--- config.mk ---
export PLATFORM = sky130hd
export DESIGN_NAME = vrf_read_sequencer_flat
export DESIGN_NICKNAME = d
export VERILOG_FILES = /design/src/rtl/vrf_read_pkg.sv /design/src/rtl/vrf_read_sequencer_if.sv /design/src/rtl/vrf_read_credit_counter.sv /design/src/rtl/vrf_read_sequencer.sv /design/src/flat_wrapper.sv
export SDC_FILE = /design/constraint.sdc
export NUM_CORES = 1
export LEC_CHECK = 0
export ABC_CLOCK_PERIOD_IN_PS = 2450
export CORE_ASPECT_RATIO = 0.5
export CORE_MARGIN = 3
export CORE_UTILIZATION = 38
export CTS_BUF_LIST = sky130_fd_sc_hd__clkbuf_4
export CTS_CLUSTER_DIAMETER = 80
export DETAILED_ROUTE_END_ITERATION = 10
export HOLD_SLACK_MARGIN = 0.12
export PLACE_DENSITY_LB_ADDON = 0.12
export RECOVER_POWER = 25
export SYNTH_ARGS = -nofsm -noshare
export SYNTH_HDL_FRONTEND = slang
export SYNTH_SLANG_ARGS = --single-unit
--- constraint.sdc ---
create_clock -name clock -period 2.45 [get_ports clock]
set_clock_uncertainty 0.1 [all_clocks]
set_input_delay 0.3675 -clock clock [delete_from_list [all_inputs] [get_ports clock]]
set_output_delay 0.3675 -clock clock [all_outputs]
set_load 0.03 [all_outputs]
--- src/rtl/vrf_read_pkg.sv ---
// vrf_read_pkg: shared types and widths for the VRF read sequencer slice.
//   seq_state_e  - sequencer FSM states
//   CNT_WIDTH    - word-count width (covers 0..MAX_WORDS)
//   VS_WIDTH / RS_WIDTH / II_WIDTH - source register, readSource and
//                  instructionIndex field widths
//   MAX_WORDS    - 16 groups x 2 offsets; larger counts are clamped to this
package vrf_read_pkg;

    localparam int unsigned CNT_WIDTH = 6;
    localparam int unsigned VS_WIDTH  = 5;
    localparam int unsigned RS_WIDTH  = 4;
    localparam int unsigned II_WIDTH  = 3;
    localparam int unsigned MAX_WORDS = 32;

    typedef enum logic [1:0] {
        S_IDLE  = 2'd0,
        S_ISSUE = 2'd1,
        S_DRAIN = 2'd2,
        S_DONE  = 2'd3
    } seq_state_e;

endpackage

--- src/rtl/vrf_read_sequencer_if.sv ---
// vrf_read_sequencer_if: command, read-request, read-response and consumer
// buses of the VRF read sequencer.
//   master modport - the sequencer (accepts cmd, issues req, forwards rsp to out)
//   slave  modport - the environment (command source, read pipe, consumer)
interface vrf_read_sequencer_if #(
    parameter int unsigned CNT_W = vrf_read_pkg::CNT_WIDTH
);
    import vrf_read_pkg::*;

    // command
    logic                cmd_valid;
    logic                cmd_ready;
    logic [VS_WIDTH-1:0] cmd_vs;
    logic [CNT_W-1:0]    cmd_count;
    logic [RS_WIDTH-1:0] cmd_readSource;
    logic [II_WIDTH-1:0] cmd_instructionIndex;

    // read-pipe enqueue
    logic                req_valid;
    logic                req_ready;
    logic [VS_WIDTH-1:0] req_vs;
    logic                req_offset;
    logic [3:0]          req_groupIndex;
    logic [RS_WIDTH-1:0] req_readSource;
    logic [II_WIDTH-1:0] req_instructionIndex;

    // read-pipe dequeue
    logic                rsp_valid;
    logic                rsp_ready;
    logic [31:0]         rsp_data;

    // consumer
    logic                out_valid;
    logic                out_ready;
    logic [31:0]         out_data;
    logic                out_last;

    modport master (
        input  cmd_valid, cmd_vs, cmd_count, cmd_readSource, cmd_instructionIndex,
        output cmd_ready,
        output req_valid, req_vs, req_offset, req_groupIndex, req_readSource,
               req_instructionIndex,
        input  req_ready,
        input  rsp_valid, rsp_data,
        output rsp_ready,
        output out_valid, out_data, out_last,
        input  out_ready
    );

    modport slave (
        output cmd_valid, cmd_vs, cmd_count, cmd_readSource, cmd_instructionIndex,
        input  cmd_ready,
        input  req_valid, req_vs, req_offset, req_groupIndex, req_readSource,
               req_instructionIndex,
        output req_ready,
        output rsp_valid, rsp_data,
        input  rsp_ready,
        input  out_valid, out_data, out_last,
        output out_ready
    );

endinterface

--- src/rtl/vrf_read_credit_counter.sv ---
// vrf_read_credit_counter: tracks free slots in the downstream read-data queue.
//   clock, reset - synchronous active-high reset loads MAX_OUTSTANDING
//   take         - a read was issued (consumes one credit)
//   give         - a response was consumed (returns one credit)
//   credits      - current credit count, 0..MAX_OUTSTANDING
//   avail        - credits > 0
module vrf_read_credit_counter #(
    parameter int unsigned MAX_OUTSTANDING = 4
) (
    input  logic                                 clock,
    input  logic                                 reset,
    input  logic                                 take,
    input  logic                                 give,
    output logic [$clog2(MAX_OUTSTANDING+1)-1:0] credits,
    output logic                                 avail
);

    localparam int unsigned CRED_W = $clog2(MAX_OUTSTANDING + 1);

    logic [CRED_W-1:0] credits_q, credits_d;

    // take and give together cancel; saturate at both ends
    always_comb begin
        credits_d = credits_q;
        if (take && !give && credits_q != '0) begin
            credits_d = credits_q - 1'b1;
        end else if (give && !take && credits_q != CRED_W'(MAX_OUTSTANDING)) begin
            credits_d = credits_q + 1'b1;
        end
    end

    always_ff @(posedge clock) begin
        if (reset) begin
            credits_q <= CRED_W'(MAX_OUTSTANDING);
        end else begin
            credits_q <= credits_d;
        end
    end

    assign credits = credits_q;
    assign avail   = (credits_q != '0);

endmodule

--- src/rtl/vrf_read_sequencer.sv ---
// vrf_read_sequencer: turns one read command (source register + word count)
// into a stream of per-word read requests to the VRF read pipe, limited by
// the downstream queue credits, and forwards the returning data to the
// consumer with a last marker and a one-cycle done pulse.
//   clock, reset - synchronous active-high reset
//   bus          - vrf_read_sequencer_if.master (cmd / req / rsp / out)
//   done         - single-cycle completion pulse
//   perf_stall   - ISSUE stall-cycle counter, present only when
//                  VRF_READ_SEQ_PERF_EN is defined
module vrf_read_sequencer
    import vrf_read_pkg::*;
#(
    parameter int unsigned MAX_OUTSTANDING = 4,
    parameter int unsigned CNT_W           = vrf_read_pkg::CNT_WIDTH
) (
    input  logic                  clock,
    input  logic                  reset,
    vrf_read_sequencer_if.master  bus,
    output logic                  done
`ifdef VRF_READ_SEQ_PERF_EN
    ,
    output logic [15:0]           perf_stall
`endif
);

    localparam int unsigned      CRED_W  = $clog2(MAX_OUTSTANDING + 1);
    localparam logic [CNT_W-1:0] MAX_CNT = CNT_W'(MAX_WORDS);

    seq_state_e          state_q, state_d;
    logic [CNT_W-1:0]    count_q, count_d;
    logic [CNT_W-1:0]    issue_idx_q, issue_idx_d;
    logic [CNT_W-1:0]    recv_idx_q, recv_idx_d;
    logic [VS_WIDTH-1:0] vs_q, vs_d;
    logic [RS_WIDTH-1:0] rs_q, rs_d;
    logic [II_WIDTH-1:0] ii_q, ii_d;

    logic [CRED_W-1:0]   credits;
    logic                avail;
    logic                req_fire;
    logic                out_fire;
    logic                out_last_c;
    logic [CNT_W-1:0]    cmd_count_clamped;

    always_comb begin
        state_d     = state_q;
        count_d     = count_q;
        issue_idx_d = issue_idx_q;
        recv_idx_d  = recv_idx_q;
        vs_d        = vs_q;
        rs_d        = rs_q;
        ii_d        = ii_q;

        bus.cmd_ready            = 1'b0;
        bus.req_valid            = 1'b0;
        bus.req_vs               = '0;
        bus.req_offset           = 1'b0;
        bus.req_groupIndex       = '0;
        bus.req_readSource       = '0;
        bus.req_instructionIndex = '0;
        bus.rsp_ready            = 1'b0;
        bus.out_valid            = 1'b0;
        bus.out_data             = '0;
        bus.out_last             = 1'b0;
        done                     = 1'b0;
        req_fire                 = 1'b0;
        out_fire                 = 1'b0;
        out_last_c               = 1'b0;

        cmd_count_clamped = (bus.cmd_count > MAX_CNT) ? MAX_CNT : bus.cmd_count;

        unique case (state_q)
            S_IDLE: begin
                bus.cmd_ready = 1'b1;
                if (bus.cmd_valid) begin
                    count_d     = cmd_count_clamped;
                    vs_d        = bus.cmd_vs;
                    rs_d        = bus.cmd_readSource;
                    ii_d        = bus.cmd_instructionIndex;
                    issue_idx_d = '0;
                    recv_idx_d  = '0;
                    state_d     = (cmd_count_clamped == '0) ? S_DONE : S_ISSUE;
                end
            end
            S_ISSUE: begin
                // fields derive only from held state, so they stay stable under backpressure
                bus.req_valid            = avail;
                bus.req_vs               = vs_q;
                bus.req_offset           = issue_idx_q[0];
                bus.req_groupIndex       = issue_idx_q[4:1];
                bus.req_readSource       = rs_q;
                bus.req_instructionIndex = ii_q;
                req_fire                 = avail && bus.req_ready;
                if (req_fire) begin
                    issue_idx_d = issue_idx_q + 1'b1;
                    if (issue_idx_q == count_q - 1'b1) begin
                        state_d = S_DRAIN;
                    end
                end
            end
            S_DRAIN: begin
            end
            S_DONE: begin
                done    = 1'b1;
                state_d = S_IDLE;
            end
            default: state_d = S_IDLE;
        endcase

        // response path is a combinational pass-through while a command is live
        if (state_q == S_ISSUE || state_q == S_DRAIN) begin
            out_last_c    = (recv_idx_q == count_q - 1'b1);
            bus.out_valid = bus.rsp_valid;
            bus.out_data  = bus.rsp_data;
            bus.out_last  = out_last_c;
            bus.rsp_ready = bus.out_ready;
            out_fire      = bus.rsp_valid && bus.out_ready;
            if (out_fire) begin
                recv_idx_d = recv_idx_q + 1'b1;
                if (out_last_c) begin
                    state_d = S_DONE;
                end
            end
        end

        // outputs are forced to their idle values for the whole reset cycle
        if (reset) begin
            bus.cmd_ready            = 1'b1;
            bus.req_valid            = 1'b0;
            bus.req_vs               = '0;
            bus.req_offset           = 1'b0;
            bus.req_groupIndex       = '0;
            bus.req_readSource       = '0;
            bus.req_instructionIndex = '0;
            bus.rsp_ready            = 1'b0;
            bus.out_valid            = 1'b0;
            bus.out_data             = '0;
            bus.out_last             = 1'b0;
            done                     = 1'b0;
            req_fire                 = 1'b0;
            out_fire                 = 1'b0;
        end
    end

    always_ff @(posedge clock) begin
        if (reset) begin
            state_q     <= S_IDLE;
            count_q     <= '0;
            issue_idx_q <= '0;
            recv_idx_q  <= '0;
            vs_q        <= '0;
            rs_q        <= '0;
            ii_q        <= '0;
        end else begin
            state_q     <= state_d;
            count_q     <= count_d;
            issue_idx_q <= issue_idx_d;
            recv_idx_q  <= recv_idx_d;
            vs_q        <= vs_d;
            rs_q        <= rs_d;
            ii_q        <= ii_d;
        end
    end

    vrf_read_credit_counter #(
        .MAX_OUTSTANDING(MAX_OUTSTANDING)
    ) u_credits (
        .clock   (clock),
        .reset   (reset),
        .take    (req_fire),
        .give    (out_fire),
        .credits (credits),
        .avail   (avail)
    );

`ifdef VRF_READ_SEQ_PERF_EN
    logic [15:0] perf_stall_q, perf_stall_d;
    logic        stall;

    always_comb begin
        stall        = (state_q == S_ISSUE) && ((avail && !bus.req_ready) || !avail);
        perf_stall_d = perf_stall_q;
        if (stall && perf_stall_q != '1) begin
            perf_stall_d = perf_stall_q + 1'b1;
        end
    end

    always_ff @(posedge clock) begin
        if (reset) begin
            perf_stall_q <= '0;
        end else begin
            perf_stall_q <= perf_stall_d;
        end
    end

    assign perf_stall = perf_stall_q;
`endif

endmodule

--- src/flat_wrapper.sv ---
// flat-port wrapper written by rule: the top's interface ports become plain ports
module vrf_read_sequencer_flat import vrf_read_pkg::*;
#(
    parameter int unsigned MAX_OUTSTANDING = 4,
    parameter int unsigned CNT_W           = vrf_read_pkg::CNT_WIDTH
)
  (clock, reset, done, bus_cmd_valid, bus_cmd_vs, bus_cmd_count, bus_cmd_readSource, bus_cmd_instructionIndex, bus_cmd_ready, bus_req_valid, bus_req_vs, bus_req_offset, bus_req_groupIndex, bus_req_readSource, bus_req_instructionIndex, bus_req_ready, bus_rsp_valid, bus_rsp_data, bus_rsp_ready, bus_out_valid, bus_out_data, bus_out_last, bus_out_ready);
  vrf_read_sequencer_if #(.CNT_W(CNT_W)) bus_i ();
  input  logic clock;
  input  logic reset;
  output logic done;
  input wire logic [$bits(bus_i.cmd_valid)-1:0] bus_cmd_valid;
  input wire logic [$bits(bus_i.cmd_vs)-1:0] bus_cmd_vs;
  input wire logic [$bits(bus_i.cmd_count)-1:0] bus_cmd_count;
  input wire logic [$bits(bus_i.cmd_readSource)-1:0] bus_cmd_readSource;
  input wire logic [$bits(bus_i.cmd_instructionIndex)-1:0] bus_cmd_instructionIndex;
  output wire logic [$bits(bus_i.cmd_ready)-1:0] bus_cmd_ready;
  output wire logic [$bits(bus_i.req_valid)-1:0] bus_req_valid;
  output wire logic [$bits(bus_i.req_vs)-1:0] bus_req_vs;
  output wire logic [$bits(bus_i.req_offset)-1:0] bus_req_offset;
  output wire logic [$bits(bus_i.req_groupIndex)-1:0] bus_req_groupIndex;
  output wire logic [$bits(bus_i.req_readSource)-1:0] bus_req_readSource;
  output wire logic [$bits(bus_i.req_instructionIndex)-1:0] bus_req_instructionIndex;
  input wire logic [$bits(bus_i.req_ready)-1:0] bus_req_ready;
  input wire logic [$bits(bus_i.rsp_valid)-1:0] bus_rsp_valid;
  input wire logic [$bits(bus_i.rsp_data)-1:0] bus_rsp_data;
  output wire logic [$bits(bus_i.rsp_ready)-1:0] bus_rsp_ready;
  output wire logic [$bits(bus_i.out_valid)-1:0] bus_out_valid;
  output wire logic [$bits(bus_i.out_data)-1:0] bus_out_data;
  output wire logic [$bits(bus_i.out_last)-1:0] bus_out_last;
  input wire logic [$bits(bus_i.out_ready)-1:0] bus_out_ready;
  assign bus_i.cmd_valid = bus_cmd_valid;
  assign bus_i.cmd_vs = bus_cmd_vs;
  assign bus_i.cmd_count = bus_cmd_count;
  assign bus_i.cmd_readSource = bus_cmd_readSource;
  assign bus_i.cmd_instructionIndex = bus_cmd_instructionIndex;
  assign bus_cmd_ready = bus_i.cmd_ready;
  assign bus_req_valid = bus_i.req_valid;
  assign bus_req_vs = bus_i.req_vs;
  assign bus_req_offset = bus_i.req_offset;
  assign bus_req_groupIndex = bus_i.req_groupIndex;
  assign bus_req_readSource = bus_i.req_readSource;
  assign bus_req_instructionIndex = bus_i.req_instructionIndex;
  assign bus_i.req_ready = bus_req_ready;
  assign bus_i.rsp_valid = bus_rsp_valid;
  assign bus_i.rsp_data = bus_rsp_data;
  assign bus_rsp_ready = bus_i.rsp_ready;
  assign bus_out_valid = bus_i.out_valid;
  assign bus_out_data = bus_i.out_data;
  assign bus_out_last = bus_i.out_last;
  assign bus_i.out_ready = bus_out_ready;
  vrf_read_sequencer #(.MAX_OUTSTANDING(MAX_OUTSTANDING), .CNT_W(CNT_W)) u_core (.clock(clock), .reset(reset), .bus(bus_i), .done(done));
endmodule
==> flow_metrics.env, run 1 <==
export IMPL_drt_drc_violations_left=0
export IMPL_crit_path_cell_trace="inv_1, ha_4, buf_6, nor2b_4, buf_12, and2_1, buf_6"
export IMPL_ys_dominant_reg_cell="sky130_fd_sc_hd__dfxtp_1"
export IMPL_ff_to_ff_start="u_core.state_q[1]"
export IMPL_initialDrtViolationCount=121
export IMPL_drv_cap=0
export IMPL_antenna_diode_count=0
export IMPL_period_minus_slack_ns=2.377
export IMPL_gr_usage_all_layers=0.1873
export IMPL_setup_worst_path_start="u_core.state_q[1]"
export IMPL_tightestPinTransition_ns=0.8194
export IMPL_cpMostUsedCell="sky130_fd_sc_hd__buf_6"
export IMPL_placed_cell_area_sq_um=3432
export IMPL_syn_instance_count=287
export IMPL_number_of_global_route_vias_before_repair=2208
export IMPL_postSynthRegisterBits=35
export IMPL_synth_nets=351
export IMPL_initial_core_util=0.4028
export IMPL_internal_power_mw=0.9702
export IMPL_setup_worst_path_end_class="primary output"
export IMPL_yosys_cell_types_count=45
export IMPL_timing_final_setup_violations=0
export IMPL_worst_path_max_delay_cell="sky130_fd_sc_hd__dfxtp_4"
export IMPL_core_area_sq_um=5634
export IMPL_grt_antenna_before_repair=0
export IMPL_post_cts_hold_buffer_count=0
export IMPL_path_buf_inv=4
export IMPL_cts_clk_slew_worst_paths_ns=0.11
export IMPL_p_sw_frac=0.3215
export IMPL_seqPwrFrac=0.430
export IMPL_final_area_sq_um=3633
export IMPL_pins_over_their_slew_limit=0
export IMPL_worst_endpoint_arrival_ns=1.91
export IMPL_via_count=2392
export IMPL_placer_congestion_estimate=0.9113
export IMPL_final_hold_viol_count=0
export IMPL_synth_warnings=0
export IMPL_die_h_um=60.65
export IMPL_portBuffers=110
export IMPL_cts_tree="yes"
export IMPL_clockRootBuffer="sky130_fd_sc_hd__clkbuf_4"
export IMPL_mean_area_per_synthesized_cell_sq_um=7.908
export IMPL_ir_drop_mv=0.1670
export IMPL_start_point_of_the_worst_min_delay_path="u_core.vs_q[0]"
export IMPL_antenna_left=0
export IMPL_cts_htree_levels=2
export IMPL_result_of_the_run="completed"
export IMPL_timing_critical_path_required_ns=1.98
export IMPL_max_freq_mhz=420.6
export IMPL_synth_sequential_area_ratio=0.3087
export IMPL_fillers=485
export IMPL_worstSkewPairLatency_ns=0.34
export IMPL_cpPeakStageDelay_ns=0.38
export IMPL_critical_path_startpoint_type="flip-flop"
export IMPL_path_delay_family="buffers and inverters"
export IMPL_p_per_area_nw_per_um2=393.6
export IMPL_drt_pass1_iterations=4
export IMPL_global_route_overflow_total=0
export IMPL_number_of_top_level_pins=111
export IMPL_drt_wl_total_um=6986
export IMPL_avgRoutedWirePerCell_um=14.40
export IMPL_finalNetCount=475
export IMPL_cts_sinks=35
export IMPL_grt_max_degree=37
export IMPL_share_of_total_power_in_the_clock_network=0.229
export IMPL_max_slew_margin=0.4538
export IMPL_crit_fanout=17
export IMPL_area_delta_synth_final_pct=60.09
export IMPL_hold_slack_ns=0.3576
export IMPL_type_of_the_tightest_min_delay_check="flip-flop to flip-flop"
export IMPL_grt_pass1_wl_um=10430
export IMPL_synth_async_sr_flop_share=0
export IMPL_drive_above_1_share=0.2427
export IMPL_timing_setup_critical_path_class="flip-flop to primary output"
export IMPL_cts_path_max_buffers=2
export IMPL_final_cycle_utilization_of_the_critical_path=0.9704
export IMPL_die_x_um=115.3
export IMPL_rsz0062_at_grt="yes"
export IMPL_place_hpwl_um=5203
export IMPL_combPwrFrac=0.341
export IMPL_design_die_area_sq_um=6993
export IMPL_total_leakage_power_nw=1.520
export IMPL_netSwitchingPower_mw=0.4598
export IMPL_viasPerCell=4.932
export IMPL_floorplan_rows=19
export IMPL_tritoncts_num_buffers=5
export IMPL_synth_enable_flop_cells=0
export IMPL_synth_cell_area_sq_um=2270
## power groups by stage
stage / clock [mW] / sequential (mW) / combinational (mW)
after floorplan: 0 / 0.624 / 0.243
final: 0.328 / 0.615 / 0.488
after detailed placement: 0 / 0.628 / 0.449
after global placement: 0 / 0.626 / 0.441
after CTS: 0.336 / 0.615 / 0.453
after global routing: 0.367 / 0.619 / 0.529
## routing by layer
| layer | vias to the layer above | routed length, um | part of all wire | GRT usage |
|---|---|---|---|---|
| met5 | - | 0 | 0 | 0 |
| met1 | 1099 | 3027 | 0.43 | 0.2367 |
| met2 | 79 | 3351 | 0.48 | 0.3166 |
| met3 | 4 | 567 | 0.081 | 0.07072 |
| li1 | 1210 | - | - | - |
| met4 | 0 | 39 | 0.0056 | 0.03010 |
## sequential cells by signal, indices dropped and copies added, names as in the netlist
signal,flops
u_core.count_q,6
u_core.issue_idx_q,6
u_core.recv_idx_q,6
u_core.vs_q,5
u_core.rs_q,4
u_core.ii_q,3
u_core.u_credits.credits,3
u_core.state_q,2
## cell usage in the layout (no fill, tap or decap), types with 6 or more instances in the layout
cell / instances
sky130_fd_sc_hd__dfxtp_1: 32
sky130_fd_sc_hd__xor2_1: 10
sky130_fd_sc_hd__nor2_1: 16
sky130_fd_sc_hd__and2_1: 51
sky130_fd_sc_hd__nand3b_1: 6
sky130_fd_sc_hd__clkdlybuf4s50_1: 55
sky130_fd_sc_hd__xnor2_1: 14
sky130_fd_sc_hd__buf_6: 7
sky130_fd_sc_hd__nand2_1: 35
sky130_fd_sc_hd__a21oi_1: 26
sky130_fd_sc_hd__clkbuf_4: 6
sky130_fd_sc_hd__buf_4: 64
sky130_fd_sc_hd__nand3_1: 8
## metrics by stage
step           cells  power, mW  setup WS [ns]  utilization  TNS [ns]
2_1_floorplan    287     0.8669        0.02872            -         0
3_3_place_gp     471      1.067       -0.01441       0.6091  -0.01441
3_5_place_dp     471      1.077       -0.06869       0.6091  -0.06869
4_1_cts          479      1.404       0.002928       0.6207         0
5_1_grt          485      1.515       -0.06550       0.6449   -0.1339
6_report         485      1.430        0.07264       0.6449         0
## layout make-up
class / instances / area (sq um) / area share
sequential: 35 / 709.4 / 0.1952
timing repair buffer: 132 / 1202 / 0.3309
inverter: 6 / 22.52 / 0.006198
clock buffer: 6 / 45.04 / 0.01240
clock inverter: 2 / 12.51 / 0.003444
tap: 73 / 91.34 / 0.02514
multi-input combinational: 231 / 1550 / 0.4267
## Yosys cell counts, drive strengths merged (3+ instances only)
master | number | area (sq um)
nor3b | 3 | 38.79
xnor2 | 15 | 131.4
dfxtp | 35 | 700.7
nor2 | 16 | 60.06
nor2b | 6 | 37.54
nand3 | 8 | 40.04
nand4 | 5 | 31.28
and3 | 4 | 25.02
clkbuf | 13 | 48.80
nor3 | 6 | 41.29
nand3b | 6 | 45.04
a31oi | 4 | 25.02
ha | 7 | 87.58
nor4 | 3 | 18.77
and2 | 53 | 331.6
xor2 | 10 | 87.58
inv | 6 | 22.52
nand2 | 35 | 131.4
a21oi | 26 | 130.1
## worst register-to-register path, delay by kind of cell (launching register included)
kind	cells	cell delay (ns)
flip-flops	1	0.38
adder cells (fa/ha/maj)	2	0.58
buffers and inverters	1	0.10
AND/OR/NAND/NOR	4	0.82
AO/OA/AOI/OAI	1	0.16
## repair_timing
action | 4_1_cts | 5_1_grt
setup buffers | 0 | 3
pin swaps | 0 | 2
resized for setup | 3 | 17
cloned | 0 | 3
endpoints found under the setup margin | 35 | 52
## worst paths after layout
check                                 to  slack, ns  depth (start not counted)
max                      bus_out_data[3]       0.07                          7
min                       u_core.vs_q[0]       0.36                          2
max reg2reg  u_core.u_credits.credits[2]       0.23                          8
min reg2reg               u_core.vs_q[0]       0.36                          2
## cell families (layout without fill, tap and decap cells)
family	Yosys count	count (layout)	synth area share
buffers and inverters	21	146	0.03473
AO/OA/AOI/OAI	45	45	0.1268
XOR/XNOR	26	26	0.1064
adder cells (fa/ha/maj)	8	8	0.04741
flip-flops	35	35	0.3087
multiplexers	1	1	0.004410
AND/OR/NAND/NOR	151	151	0.3716
(Power assumes the default switching activity.)
==> inputs of run 2 (changes only) <==
- CORE_MARGIN: 3 -> 2
- RECOVER_POWER: 25 -> 100
==> flow_metrics.env, run 2 (synthesized netlist as in run 1, its figures left out) <==
export IMPL_drt_wl_total_um=7190
export IMPL_mostFrequentLayoutCells="sky130_fd_sc_hd__buf_4, sky130_fd_sc_hd__clkdlybuf4s50_1, sky130_fd_sc_hd__and2_1, sky130_fd_sc_hd__nand2_1, sky130_fd_sc_hd__dfxtp_1"
export IMPL_type_of_the_tightest_min_delay_check="flip-flop to flip-flop"
export IMPL_core_area_sq_um=5610
export IMPL_final_cycle_utilization_of_the_critical_path=0.9780
export IMPL_final_common_cell="sky130_fd_sc_hd__buf_4"
export IMPL_grt_antenna_before_repair=0
export IMPL_viasPerCell=4.967
export IMPL_p_per_area_nw_per_um2=390.6
export IMPL_avgRoutedWirePerCell_um=14.79
export IMPL_cts_path_max_buffers=2
export IMPL_max_slew_margin=0.4577
export IMPL_antenna_diode_count=0
export IMPL_initialDrtViolationCount=141
export IMPL_registers_with_the_most_flip_flops="u_core.count_q: 6 flops, u_core.issue_idx_q: 6 flops, u_core.recv_idx_q: 6 flops"
export IMPL_total_leakage_power_nw=1.529
export IMPL_hold_slack_ns=0.3533
export IMPL_die_h_um=58.65
export IMPL_drt_pass1_iterations=4
export IMPL_grt_pass1_wl_um=10740
export IMPL_finalWorstSetupSlack_ns=0.05388
export IMPL_cts_tree="yes"
export IMPL_number_of_top_level_pins=111
export IMPL_period_minus_slack_ns=2.396
export IMPL_cts_sinks=35
export IMPL_cts_clk_slew_worst_paths_ns=0.11
export IMPL_timing_final_setup_violations=0
export IMPL_drt_drc_violations_left=0
export IMPL_worstSkewPairLatency_ns=0.34
export IMPL_ir_drop_mv=0.1455
export IMPL_number_of_global_route_vias_before_repair=2323
export IMPL_placer_congestion_estimate=0.8169
export IMPL_crit_fanout=3
export IMPL_worst_endpoint_arrival_ns=1.93
export IMPL_timing_setup_critical_path_class="flip-flop to primary output"
export IMPL_drive_above_1_share=0.2446
export IMPL_final_hold_viol_count=0
export IMPL_setup_worst_path_end_class="primary output"
export IMPL_floorplan_rows=19
export IMPL_gr_usage_all_layers=0.2037
export IMPL_tritoncts_num_buffers=5
export IMPL_postLayoutCoreUtil=0.6496
export IMPL_via_count=2414
export IMPL_max_freq_mhz=417.3
export IMPL_tightestPinTransition_ns=0.8085
export IMPL_pins_over_their_slew_limit=0
export IMPL_area_delta_synth_final_pct=60.58
export IMPL_result_of_the_run="completed"
export IMPL_place_hpwl_um=5317
export IMPL_initial_core_util=0.4045
export IMPL_dp_worst_setup_slack_ns=-0.06474
export IMPL_cts_htree_levels=2
export IMPL_global_route_overflow_total=0
export IMPL_fillers=494
export IMPL_antenna_left=0
export IMPL_portBuffers=110
export IMPL_finalNetCount=476
export IMPL_die_x_um=113.3
export IMPL_post_cts_hold_buffer_count=0
export IMPL_critical_path_startpoint_type="flip-flop"
export IMPL_grt_max_degree=35
export IMPL_clockRootBuffer="sky130_fd_sc_hd__clkbuf_4"
export IMPL_design_die_area_sq_um=6645
export IMPL_timing_critical_path_required_ns=1.98
export IMPL_drv_cap=0
run 2: cell count changes in the layout (fill, tap and decap cells not counted), sizes merged:
cell	before	now
clkbuf	9	10
run 2: layout make-up:
type / count / area (sq um) / area share
Clock inverter: 2 / 12.51 / 0.003433
Multi-Input combinational cell: 231 / 1554 / 0.4264
Clock buffer: 6 / 45.04 / 0.01236
Timing Repair Buffer: 133 / 1212 / 0.3326
Sequential cell: 35 / 706.9 / 0.1940
Inverter: 6 / 22.52 / 0.006179
Tap cell: 73 / 91.34 / 0.02506
run 2: routing by layer:
| metal | track usage | up-vias | wire length (um) |
|---|---|---|---|
| met4 | 0.04355 | 0 | 57 |
| met2 | 0.3636 | 81 | 3549 |
| met5 | 0 | - | 0 |
| met3 | 0.06488 | 7 | 504 |
| li1 | - | 1210 | - |
| met1 | 0.2462 | 1116 | 3078 |
run 2: per-stage QoR:
| stage | cell area (sq um) | TNS [ns] | std cells | total power, mW |
|---|---|---|---|---|
| after floorplan | 2276 | 0 | 287 | 0.8669 |
| after global placement | 3412 | -0.01188 | 470 | 1.063 |
| after detailed placement | 3412 | -0.06474 | 470 | 1.070 |
| after CTS | 3491 | 0 | 478 | 1.392 |
| after global routing | 3645 | -0.04386 | 486 | 1.495 |
| final | 3645 | 0 | 486 | 1.424 |
run 2: critical path, stage by stage (launching register included):
cell                      delay, ns
sky130_fd_sc_hd__dfxtp_4       0.36
sky130_fd_sc_hd__inv_1         0.08
sky130_fd_sc_hd__ha_4          0.15
sky130_fd_sc_hd__nor3b_4       0.26
sky130_fd_sc_hd__xor2_2        0.22
sky130_fd_sc_hd__xnor2_2       0.15
sky130_fd_sc_hd__and3_1        0.21
sky130_fd_sc_hd__buf_6         0.14
run 2: path summary, 6_finish.rpt:
path | start | endpoint | slack (ns) | cells past startpoint
min | u_core.ii_q[0] | u_core.ii_q[0] | 0.35 | 2
max reg2reg | u_core.state_q[0] | u_core.u_credits.credits[2] | 0.20 | 8
max | u_core.count_q[1] | bus_out_last | 0.05 | 7
min reg2reg | u_core.ii_q[0] | u_core.ii_q[0] | 0.35 | 2
run 2: repair_timing:
item,CTS,global route
hold endpoints to repair,0,0
pin swaps,0,4
setup endpoints to repair,24,35
buffers inserted,0,5
gates resized for setup,4,12
cloned,0,4
run 2: power breakdown:
group / total [mW] / internal [mW] / switching, mW
registers: 0.616 / 0.593 / 0.0225
logic: 0.489 / 0.253 / 0.236
clock network: 0.319 / 0.122 / 0.198
==> inputs of run 3 (changes only) <==
- HOLD_SLACK_MARGIN: 0.12 -> 0.08
- REMOVE_ABC_BUFFERS: unset -> 1
==> flow_metrics.env, run 3 (synthesized netlist as in run 1, its figures left out) <==
export IMPL_result_of_the_run="completed"
export IMPL_antenna_diode_count=0
export IMPL_cts_htree_levels=2
export IMPL_cts_tree="yes"
export IMPL_drt_pass1_iterations=4
export IMPL_fillers=494
export IMPL_die_h_um=58.65
export IMPL_cpPeakStageDelay_ns=0.36
export IMPL_grt_antenna_before_repair=0
export IMPL_p_per_area_nw_per_um2=397.5
export IMPL_worst_endpoint_arrival_ns=1.92
export IMPL_period_minus_slack_ns=2.390
export IMPL_pins_over_their_slew_limit=0
export IMPL_final_area_sq_um=3490
export IMPL_cts_clk_slew_worst_paths_ns=0.10
export IMPL_place_hpwl_um=4986
export IMPL_grt_pass1_wl_um=10250
export IMPL_crit_path_cell_trace="inv_2, ha_4, nor3b_4, xor2_1, xnor2_1, and3_1, buf_6"
export IMPL_final_cycle_utilization_of_the_critical_path=0.9755
export IMPL_finalNetCount=468
export IMPL_power_total_mw=1.387
export IMPL_layout_area_seq_sq_um=703.2
export IMPL_die_x_um=113.3
export IMPL_placed_cell_area_sq_um=3406
export IMPL_area_delta_synth_final_pct=53.75
export IMPL_drt_wl_total_um=6443
export IMPL_global_route_overflow_total=0
export IMPL_initial_core_util=0.4045
export IMPL_final_hold_viol_count=0
export IMPL_number_of_global_route_vias_before_repair=2151
export IMPL_initialDrtViolationCount=88
export IMPL_avgRoutedWirePerCell_um=13.48
export IMPL_portBuffers=110
export IMPL_grt_max_degree=35
export IMPL_netSwitchingPower_mw=0.4460
export IMPL_core_area_sq_um=5610
export IMPL_design_die_area_sq_um=6645
export IMPL_registers_with_the_most_flip_flops="u_core.count_q: 6 flops, u_core.issue_idx_q: 6 flops, u_core.recv_idx_q: 6 flops"
export IMPL_hold_slack_ns=0.3563
export IMPL_cts_sinks=35
export IMPL_share_of_total_power_in_the_clock_network=0.235
export IMPL_timing_critical_path_required_ns=1.98
export IMPL_rr_worst_depth=8
export IMPL_seqPwrFrac=0.444
export IMPL_clockRootBuffer="sky130_fd_sc_hd__clkbuf_4"
export IMPL_drt_drc_violations_left=0
export IMPL_numPlacedInstances=470
export IMPL_cts_path_max_buffers=2
export IMPL_setup_worst_path_end_class="primary output"
export IMPL_drv_cap=0
export IMPL_max_slew_margin=0.4866
export IMPL_final_cell_count_no_fill=478
export IMPL_viasPerCell=4.946
export IMPL_crit_fanout=3
export IMPL_antenna_left=0
export IMPL_p_sw_frac=0.3215
export IMPL_ir_drop_mv=0.3298
export IMPL_timing_setup_critical_path_class="flip-flop to primary output"
export IMPL_multi_input_area_sq_um=1518
export IMPL_drive_above_1_share=0.2247
export IMPL_tritoncts_num_buffers=5
export IMPL_cts_setup_buffers=0
export IMPL_placer_congestion_estimate=0.8686
export IMPL_number_of_top_level_pins=111
export IMPL_critical_path_startpoint_type="flip-flop"
export IMPL_gr_usage_all_layers=0.1935
export IMPL_worstHoldPathCells=2
export IMPL_via_count=2364
export IMPL_timing_final_setup_violations=0
export IMPL_floorplan_rows=19
export IMPL_dp_worst_setup_slack_ns=-0.08768
export IMPL_type_of_the_tightest_min_delay_check="flip-flop to flip-flop"
export IMPL_worstSkewPairLatency_ns=0.34
export IMPL_worst_path_max_delay_cell="sky130_fd_sc_hd__dfxtp_2"
export IMPL_combPwrFrac=0.322
export IMPL_max_freq_mhz=418.4
export IMPL_mostFrequentLayoutCells="sky130_fd_sc_hd__clkdlybuf4s50_1, sky130_fd_sc_hd__buf_4, sky130_fd_sc_hd__and2_1, sky130_fd_sc_hd__nand2_1, sky130_fd_sc_hd__dfxtp_1"
export IMPL_finalWorstSetupSlack_ns=0.06012
export IMPL_total_leakage_power_nw=1.440
export IMPL_tightestPinTransition_ns=0.7701
export IMPL_internal_power_mw=0.9413
export IMPL_final_common_cell="sky130_fd_sc_hd__clkdlybuf4s50_1"
-- run 3: cell count changes in the layout (fill, tap and decap cells not counted), moves of 3 or more --
cell,previous run,this run
sky130_fd_sc_hd__buf_4,68,52
sky130_fd_sc_hd__and2_0,1,16
sky130_fd_sc_hd__buf_2,0,3
sky130_fd_sc_hd__clkbuf_4,6,16
sky130_fd_sc_hd__and2_1,52,37
-- run 3: stage by stage --
step / utilization / setup TNS [ns]
floorplan: - / -0.5600
global placement: 0.6070 / -0.006448
detailed placement: 0.6070 / -0.08768
CTS: 0.6189 / 0
global route: 0.6220 / -0.04610
finish: 0.6220 / 0
-- run 3: routing by layer --
metal / vias up / GRT usage / share of wire
met5: - / 0 / 0
met4: 0 / 0.04704 / 0.010
met3: 11 / 0.04428 / 0.067
met2: 86 / 0.3405 / 0.46
met1: 1069 / 0.2461 / 0.46
li1: 1198 / - / -
-- run 3: power groups by stage --
stage | sequential (mW) | clock, mW | combinational [mW]
final | 0.615 | 0.326 | 0.446
after global routing | 0.620 | 0.354 | 0.483
after CTS | 0.614 | 0.333 | 0.443
after detailed placement | 0.627 | 0 | 0.440
after global placement | 0.626 | 0 | 0.434
after floorplan | 0.624 | 0 | 0.228
-- run 3: timing repair --
item / 4_1_cts / 5_1_grt
endpoints found under the setup margin: 28 / 52
resized for setup: 3 / 9
pin swaps: 0 / 4
hold buffers: 0 / 0
hold endpoints to repair: 0 / 0
-- run 3: area by class of cell --
cell class | instances | area share
multi-input cells | 231 | 0.4349
repair buffers | 125 | 0.3144
flip-flops and latches | 35 | 0.2015
well taps | 73 | 0.02617
clock buffers | 6 | 0.01291
inverters | 6 | 0.006454
clock inverters | 2 | 0.003586
-- run 3: worst paths after layout --
check        slack [ns]                          end               from
max                0.06                 bus_out_last  u_core.count_q[1]
min                0.36               u_core.ii_q[2]     u_core.ii_q[2]
min reg2reg        0.36               u_core.ii_q[2]     u_core.ii_q[2]
max reg2reg        0.20  u_core.u_credits.credits[2]  u_core.state_q[0]
-- run 3: critical path, delay by kind of cell (launching register included) --
| family | cells | cell delay, ns |
|---|---|---|
| simple gates | 2 | 0.43 |
| buf+inv | 2 | 0.19 |
| fa+ha+maj | 1 | 0.14 |
| flops | 1 | 0.36 |
| xor+xnor | 2 | 0.46 |
